<file path="config.mk">
export PLATFORM = sky130hd
export DESIGN_NAME = jt4701_quadgen_flat
export DESIGN_NICKNAME = d
export VERILOG_FILES = /design/src/rtl/jt4701_quadgen_if.sv /design/src/rtl/jt4701_quadgen.sv /design/src/flat_wrapper.sv
export SDC_FILE = /design/constraint.sdc
export NUM_CORES = 1
export LEC_CHECK = 0
export BUFFER_PORTS_ARGS = -buffer_cell sky130_fd_sc_hd__buf_2
export CORE_MARGIN = 4
export CORE_UTILIZATION = 45
export CTS_BUF_LIST = sky130_fd_sc_hd__clkbuf_4
export DETAILED_ROUTE_END_ITERATION = 10
export PLACE_DENSITY = 0.67
export SYNTH_ARGS = -nofsm -noshare
export SYNTH_HDL_FRONTEND = slang
export SYNTH_SLANG_ARGS = --single-unit
export TNS_END_PERCENT = 1
</file>
<file path="constraint.sdc">
create_clock -name clk -period 9.9 [get_ports clk]
set_input_delay 0.495 -clock clk [delete_from_list [all_inputs] [get_ports clk]]
set_output_delay 0.495 -clock clk [all_outputs]
set_load 0.02 [all_outputs]
</file>
<file path="src/rtl/jt4701_quadgen_if.sv">
// Mouse report bundle feeding jt4701_quadgen: one-cycle strobe plus
// signed X/Y deltas and the button state captured with it.
interface jt4701_quadgen_if;
  logic       mouse_st;
  logic [7:0] mouse_dx;
  logic [7:0] mouse_dy;
  logic [2:0] mouse_btn;

  modport master (output mouse_st, mouse_dx, mouse_dy, mouse_btn);
  modport slave  (input  mouse_st, mouse_dx, mouse_dy, mouse_btn);
endinterface

</file>
<file path="src/rtl/jt4701_quadgen.sv">
// jt4701_quadgen: converts strobed signed mouse deltas into quadrature A/B
// pairs and active-low buttons for a uPD4701A-style trackball counter.
// Each axis keeps a saturating pending-step accumulator, drained one phase
// transition per prescaler tick.
// Optional: define JT4701_QUADGEN_ACCEL_EN to halve the tick period while
// either accumulator magnitude is at least 2^(CNTW-2).
// CNTW must be at least 8 so an 8-bit delta fits the extended sum.
module jt4701_quadgen #(
  parameter int CNTW = 10,
  parameter int DIV  = 16
) (
  input  logic                 clk,
  input  logic                 rstn,
  jt4701_quadgen_if.slave      mouse,
  output logic [1:0]           x_out,
  output logic [1:0]           y_out,
  output logic                 leftn,
  output logic                 rightn,
  output logic                 middlen,
  output logic                 busy
);

  localparam int PW = $clog2(DIV);
  localparam logic signed [CNTW:0]   POS_LIM = $signed((CNTW+1)'((1 << (CNTW-1)) - 1));
  localparam logic signed [CNTW:0]   NEG_LIM = -POS_LIM;

  // Phase codes double as the A/B output pair; forward order is
  // 00 -> 10 -> 11 -> 01 -> 00.
  typedef enum logic [1:0] {
    PH_00 = 2'b00,
    PH_10 = 2'b10,
    PH_11 = 2'b11,
    PH_01 = 2'b01
  } phase_t;

  phase_t                  x_ph, x_ph_nx, y_ph, y_ph_nx;
  logic signed [CNTW-1:0]  acc_x, acc_y, acc_x_nx, acc_y_nx;
  logic [PW-1:0]           pre, reload;
  logic                    tick;

  function automatic phase_t ph_step(input phase_t ph, input logic fwd);
    phase_t r;
    r = PH_00;
    case (ph)
      PH_00:   r = fwd ? PH_10 : PH_01;
      PH_10:   r = fwd ? PH_11 : PH_00;
      PH_11:   r = fwd ? PH_01 : PH_10;
      PH_01:   r = fwd ? PH_00 : PH_11;
      default: r = PH_00;
    endcase
    return r;
  endfunction

  // Step direction comes from the old value; the strobe delta and the step
  // are combined before a single saturation so nothing ever wraps.
  function automatic logic signed [CNTW-1:0] acc_next(
    input logic signed [CNTW-1:0] old,
    input logic                   st,
    input logic [7:0]             d,
    input logic                   tk
  );
    logic signed [CNTW:0] sum;
    sum = {old[CNTW-1], old};
    if (st)
      sum = sum + {{(CNTW-7){d[7]}}, d};
    if (tk && (old > 0))
      sum = sum - (CNTW+1)'(1);
    else if (tk && (old < 0))
      sum = sum + (CNTW+1)'(1);
    if (sum > POS_LIM)
      return POS_LIM[CNTW-1:0];
    else if (sum < NEG_LIM)
      return NEG_LIM[CNTW-1:0];
    return sum[CNTW-1:0];
  endfunction

  assign tick = (pre == '0);

`ifdef JT4701_QUADGEN_ACCEL_EN
  localparam logic signed [CNTW-1:0] ACC_TH  = $signed(CNTW'(1 << (CNTW-2)));
  localparam logic signed [CNTW-1:0] ACC_NTH = -ACC_TH;
  logic big;
  assign big    = (acc_x >= ACC_TH) || (acc_x <= ACC_NTH) ||
                  (acc_y >= ACC_TH) || (acc_y <= ACC_NTH);
  assign reload = big ? PW'(DIV/2 - 1) : PW'(DIV - 1);
`else
  assign reload = PW'(DIV - 1);
`endif

  // Free-running step-rate prescaler shared by both axes.
  always_ff @(posedge clk or negedge rstn) begin
    if (!rstn)     pre <= PW'(DIV - 1);
    else if (tick) pre <= reload;
    else           pre <= pre - 1'b1;
  end

  // Next accumulator values and next phases for both axes.
  always_comb begin
    acc_x_nx = acc_next(acc_x, mouse.mouse_st, mouse.mouse_dx, tick);
    acc_y_nx = acc_next(acc_y, mouse.mouse_st, mouse.mouse_dy, tick);
    x_ph_nx  = x_ph;
    y_ph_nx  = y_ph;
    if (tick && (acc_x != '0)) x_ph_nx = ph_step(x_ph, acc_x > 0);
    if (tick && (acc_y != '0)) y_ph_nx = ph_step(y_ph, acc_y > 0);
  end

  // Phase state and accumulator registers.
  always_ff @(posedge clk or negedge rstn) begin
    if (!rstn) begin
      x_ph  <= PH_00;
      y_ph  <= PH_00;
      acc_x <= '0;
      acc_y <= '0;
    end else begin
      x_ph  <= x_ph_nx;
      y_ph  <= y_ph_nx;
      acc_x <= acc_x_nx;
      acc_y <= acc_y_nx;
    end
  end

  // Buttons are captured inverted on each strobe and held in between.
  always_ff @(posedge clk or negedge rstn) begin
    if (!rstn)
      {middlen, rightn, leftn} <= '1;
    else if (mouse.mouse_st)
      {middlen, rightn, leftn} <= ~mouse.mouse_btn;
  end

  // busy reflects whether any steps are still pending.
  always_ff @(posedge clk or negedge rstn) begin
    if (!rstn) busy <= 1'b0;
    else       busy <= (acc_x != '0) || (acc_y != '0);
  end

  assign x_out = x_ph;
  assign y_out = y_ph;

endmodule
</file>
<file path="src/flat_wrapper.sv">
// flat-port wrapper written by rule: the top's interface ports become plain ports
module jt4701_quadgen_flat 
#(
  parameter int CNTW = 10,
  parameter int DIV  = 16
)
  (clk, rstn, x_out, y_out, leftn, rightn, middlen, busy, mouse_mouse_st, mouse_mouse_dx, mouse_mouse_dy, mouse_mouse_btn);
  jt4701_quadgen_if mouse_i ();
  input  logic clk;
  input  logic rstn;
  output logic [1:0] x_out;
  output logic [1:0] y_out;
  output logic leftn;
  output logic rightn;
  output logic middlen;
  output logic busy;
  input wire logic [$bits(mouse_i.mouse_st)-1:0] mouse_mouse_st;
  input wire logic [$bits(mouse_i.mouse_dx)-1:0] mouse_mouse_dx;
  input wire logic [$bits(mouse_i.mouse_dy)-1:0] mouse_mouse_dy;
  input wire logic [$bits(mouse_i.mouse_btn)-1:0] mouse_mouse_btn;
  assign mouse_i.mouse_st = mouse_mouse_st;
  assign mouse_i.mouse_dx = mouse_mouse_dx;
  assign mouse_i.mouse_dy = mouse_mouse_dy;
  assign mouse_i.mouse_btn = mouse_mouse_btn;
  jt4701_quadgen #(.CNTW(CNTW), .DIV(DIV)) u_core (.clk(clk), .rstn(rstn), .mouse(mouse_i), .x_out(x_out), .y_out(y_out), .leftn(leftn), .rightn(rightn), .middlen(middlen), .busy(busy));
endmodule
</file>
==> reports/results.txt <==
Core Footprint -> 0.00737 mm^2
Max-cap violation count -> 0
Routed vias/inst -> 5.90
Setup Viol. Count Final -> 0
Req. time, crit path -> 10.13 ns
P&R area growth vs syn -> 7.16%
Post-cts sizing count -> 0
Sink Count -> 32
Input/output buffers -> 29
Total gr overflow -> 0
R2R depth -> 10
Nets -> 492
CTS Buf Count -> 5
Largest net degree at the start of global routing -> 49
Worst r2r src -> u_core.acc_y[1]$_DFF_PN0_
Pwr per Cell Area -> 290 mW/mm^2
Sum Neg Setup Slack -> 0 ns
Slew @ Worst Pin -> 1.03 ns
Number of diodes -> 0
Post-route ant nets -> 0
Vias in the first global route -> 2948
CP max stage cell -> o311ai_0
Max incr delay on CP -> 0.94 ns
Syn Area/Cell -> 8.34 um^2
Max frequency -> 255 MHz
Vias -> 3192
Dpl hpwl -> 6300 um
Buf+Inv Stages, Crit Path -> 0
GR Util met2 -> 0.273
GRT Overall Usage -> 0.192
Post-CTS setup buffers -> 0
Sequential cell fraction of total power -> 0.234
Fill cell count -> 718
Warnings from Yosys -> 0
Hold slack -> 0.201 ns
GR peak layer -> met1
WP data arrival -> 4.15 ns
Leak Pwr -> 1.53 nW
Final Hold Viols -> 0
Top-level port count -> 30
Layout Cells excl Fill -> 541
CTS max path bufs -> 2
Top cells by count, synth -> 34 x nor2_1, 33 x inv_1, 33 x nand2_1
Clock power frac -> 0.075
Comb pwr share -> 0.691
Synth Register Bits -> 32
Distinct cells, synth -> 77
Cell Area, Synth -> 0.00348 mm^2
H-tree Lvls -> 2
Global-route wire length before repair -> 14100 um
Pre-antenna DRT Iters -> 4
DP Cell Count -> 533
Critical path launch point type -> flip-flop
Layout cells sized above 1 -> 0.143
CP Class -> flip-flop to flip-flop
Post-Syn Instances -> 417
Worst Setup End Kind -> flip-flop
DR DRC count -> 0
Register-to-register setup slack -> 5.98 ns
Min cycle time layout -> 3.92 ns
Skew final -> 0.0118 ns
Die W -> 95.9 um
Top-area cell type share of the netlist area -> 0.180
Routed len/inst -> 15.1 um
Dominant synthesized flop cell -> dfrtp_1
Slew Limit Fails -> 0
Internal Dissipation -> 522 uW
R2r endpoint -> u_core.acc_y[2]$_DFF_PN0_
DIE AREA -> 0.00920 mm^2
Initial Util -> 0.472
Antenna violations before repair -> 0
Run status -> finished, final reports clean
CP top delay family -> compound AO/OA/AOI/OAI gates
Met3 routing resource usage after global routing -> 0.0235
Row cnt -> 31
Switching Fraction -> 0.517
Most common cell in the netlist -> nor2_1
Cell count along the critical path -> 10
Clock-pin transition on the worst setup and hold timing paths -> 0.12 ns
CP max FO -> 5
Root buffer cell -> clkbuf_4
Fin crit share -> 0.396
Async S/R FF share, synth -> 1.00
CP Cell Sequence -> ha_1 > a211oi_1 > o21ai_0 > o311ai_0 > and3_1 > nor2_1 > xnor2_1 > or4_1 > a21o_1 > a21boi_1
Overall power -> 1.08 mW
Post-layout util -> 0.506
GP Congestion -> 0.844
RSZ-0062 raised after global routing -> false
Drt first-iter violations -> 259
Switching Power -> 559 uW
Post-synth EDFFs -> 0
Sequential area share after synthesis -> 0.233
Hold WC Path Type -> input port to asynchronous set/reset pin
Clk_lat worst skew -> 0.34 ns
Die height -> 95.9 um
GR Util met1 -> 0.299
Mapped Nets -> 468
Final WL -> 8190 um
Cts hold-fix bufs -> 0
Cell taking the most area after synthesis -> dfrtp_1
Peak supply drop -> 0.0000974 V
Relative slew margins -> 0.307
Synth area leaders -> dfrtp_1 18%, ha_1 9.7%, dfstp_2 5.3%
CTS tree -> done
area by class of cell:
type / instances / area [um^2] / share of cell area
multi-input combinational: 339 / 2450 / 0.659
clock inverter: 2 / 16.3 / 0.00437
inverter: 33 / 124 / 0.0332
tap: 99 / 124 / 0.0332
timing repair buffer: 30 / 153 / 0.0410
clock buffer: 6 / 45.0 / 0.0121
sequential: 32 / 810 / 0.217
routing by layer:
layer	part of all wire	wire, um
met3	0.051	419
met5	0	0
met2	0.42	3440
met1	0.52	4240
met4	0.0098	80
power by group through the flow:
stage / Combinational, mW / Clock (mW) / Sequential, mW
after floorplan: 0.595 / 0 / 0.234
after global placement: 0.723 / 0 / 0.253
after detailed placement: 0.738 / 0 / 0.255
after CTS: 0.742 / 0.0853 / 0.252
after global routing: 0.842 / 0.0917 / 0.261
final: 0.747 / 0.0809 / 0.253
worst max path at each step:
| stage | slack, ns | from | to |
|---|---|---|---|
| 2_1_floorplan | 6.19 | mouse_mouse_dy[0] | u_core.acc_y[2]$_DFF_PN0_ |
| 3_3_place_gp | 5.79 | mouse_mouse_st | u_core.acc_x[1]$_DFF_PN0_ |
| 3_5_place_dp | 5.70 | mouse_mouse_st | u_core.acc_x[2]$_DFF_PN0_ |
| 4_1_cts | 5.99 | u_core.acc_y[1]$_DFF_PN0_ | u_core.acc_y[2]$_DFF_PN0_ |
| 5_1_grt | 5.50 | u_core.acc_x[0]$_DFF_PN0_ | u_core.acc_x[7]$_DFF_PN0_ |
| 6_report | 5.98 | u_core.acc_y[1]$_DFF_PN0_ | u_core.acc_y[2]$_DFF_PN0_ |
logic make-up (layout without fill, tap and decap cells):
family	after synthesis	count (layout)	synth area share
simple gates	158	158	0.253
compound gates	104	104	0.212
buf+inv	46	71	0.0612
fa+ha+maj	40	40	0.140
flops	32	32	0.233
xor+xnor	28	28	0.0727
mux	9	9	0.0273
registers in the layout, summed over array words and instances, names as in the netlist:
name            count
u_core.leftn        1
u_core.x_out        2
u_core.middlen      1
u_core.pre          4
u_core.acc_x       10
u_core.y_out        2
u_core.busy         1
u_core.acc_y       10
u_core.rightn       1
layout by cell type (no fill, tap or decap), types with 4 or more instances in the layout:
cell,count
o21ai_0,19
or2_2,4
o211ai_1,6
nor2_1,34
ha_1,27
mux2i_1,7
nor2b_1,5
o21bai_1,4
nand2b_1,8
clkbuf_4,6
xnor2_1,21
or3_1,6
nand4_1,9
o2111ai_1,4
a31oi_1,7
o21a_1,4
nor3_1,8
buf_2,29
nor4_1,8
a21oi_1,21
maj3_1,11
or4_1,7
dfrtp_1,25
inv_1,33
nor4b_1,5
xor2_1,6
nand3_1,7
dfstp_2,7
nand2_1,33
nand3b_1,4
stage by stage:
stage	worst slack (ns)	cell area (um^2)
6_report	5.98	3730
5_1_grt	5.50	3730
4_1_cts	5.99	3730
3_5_place_dp	5.70	3660
3_3_place_gp	5.79	3660
2_1_floorplan	6.19	3480
(Power assumes the default switching activity.)
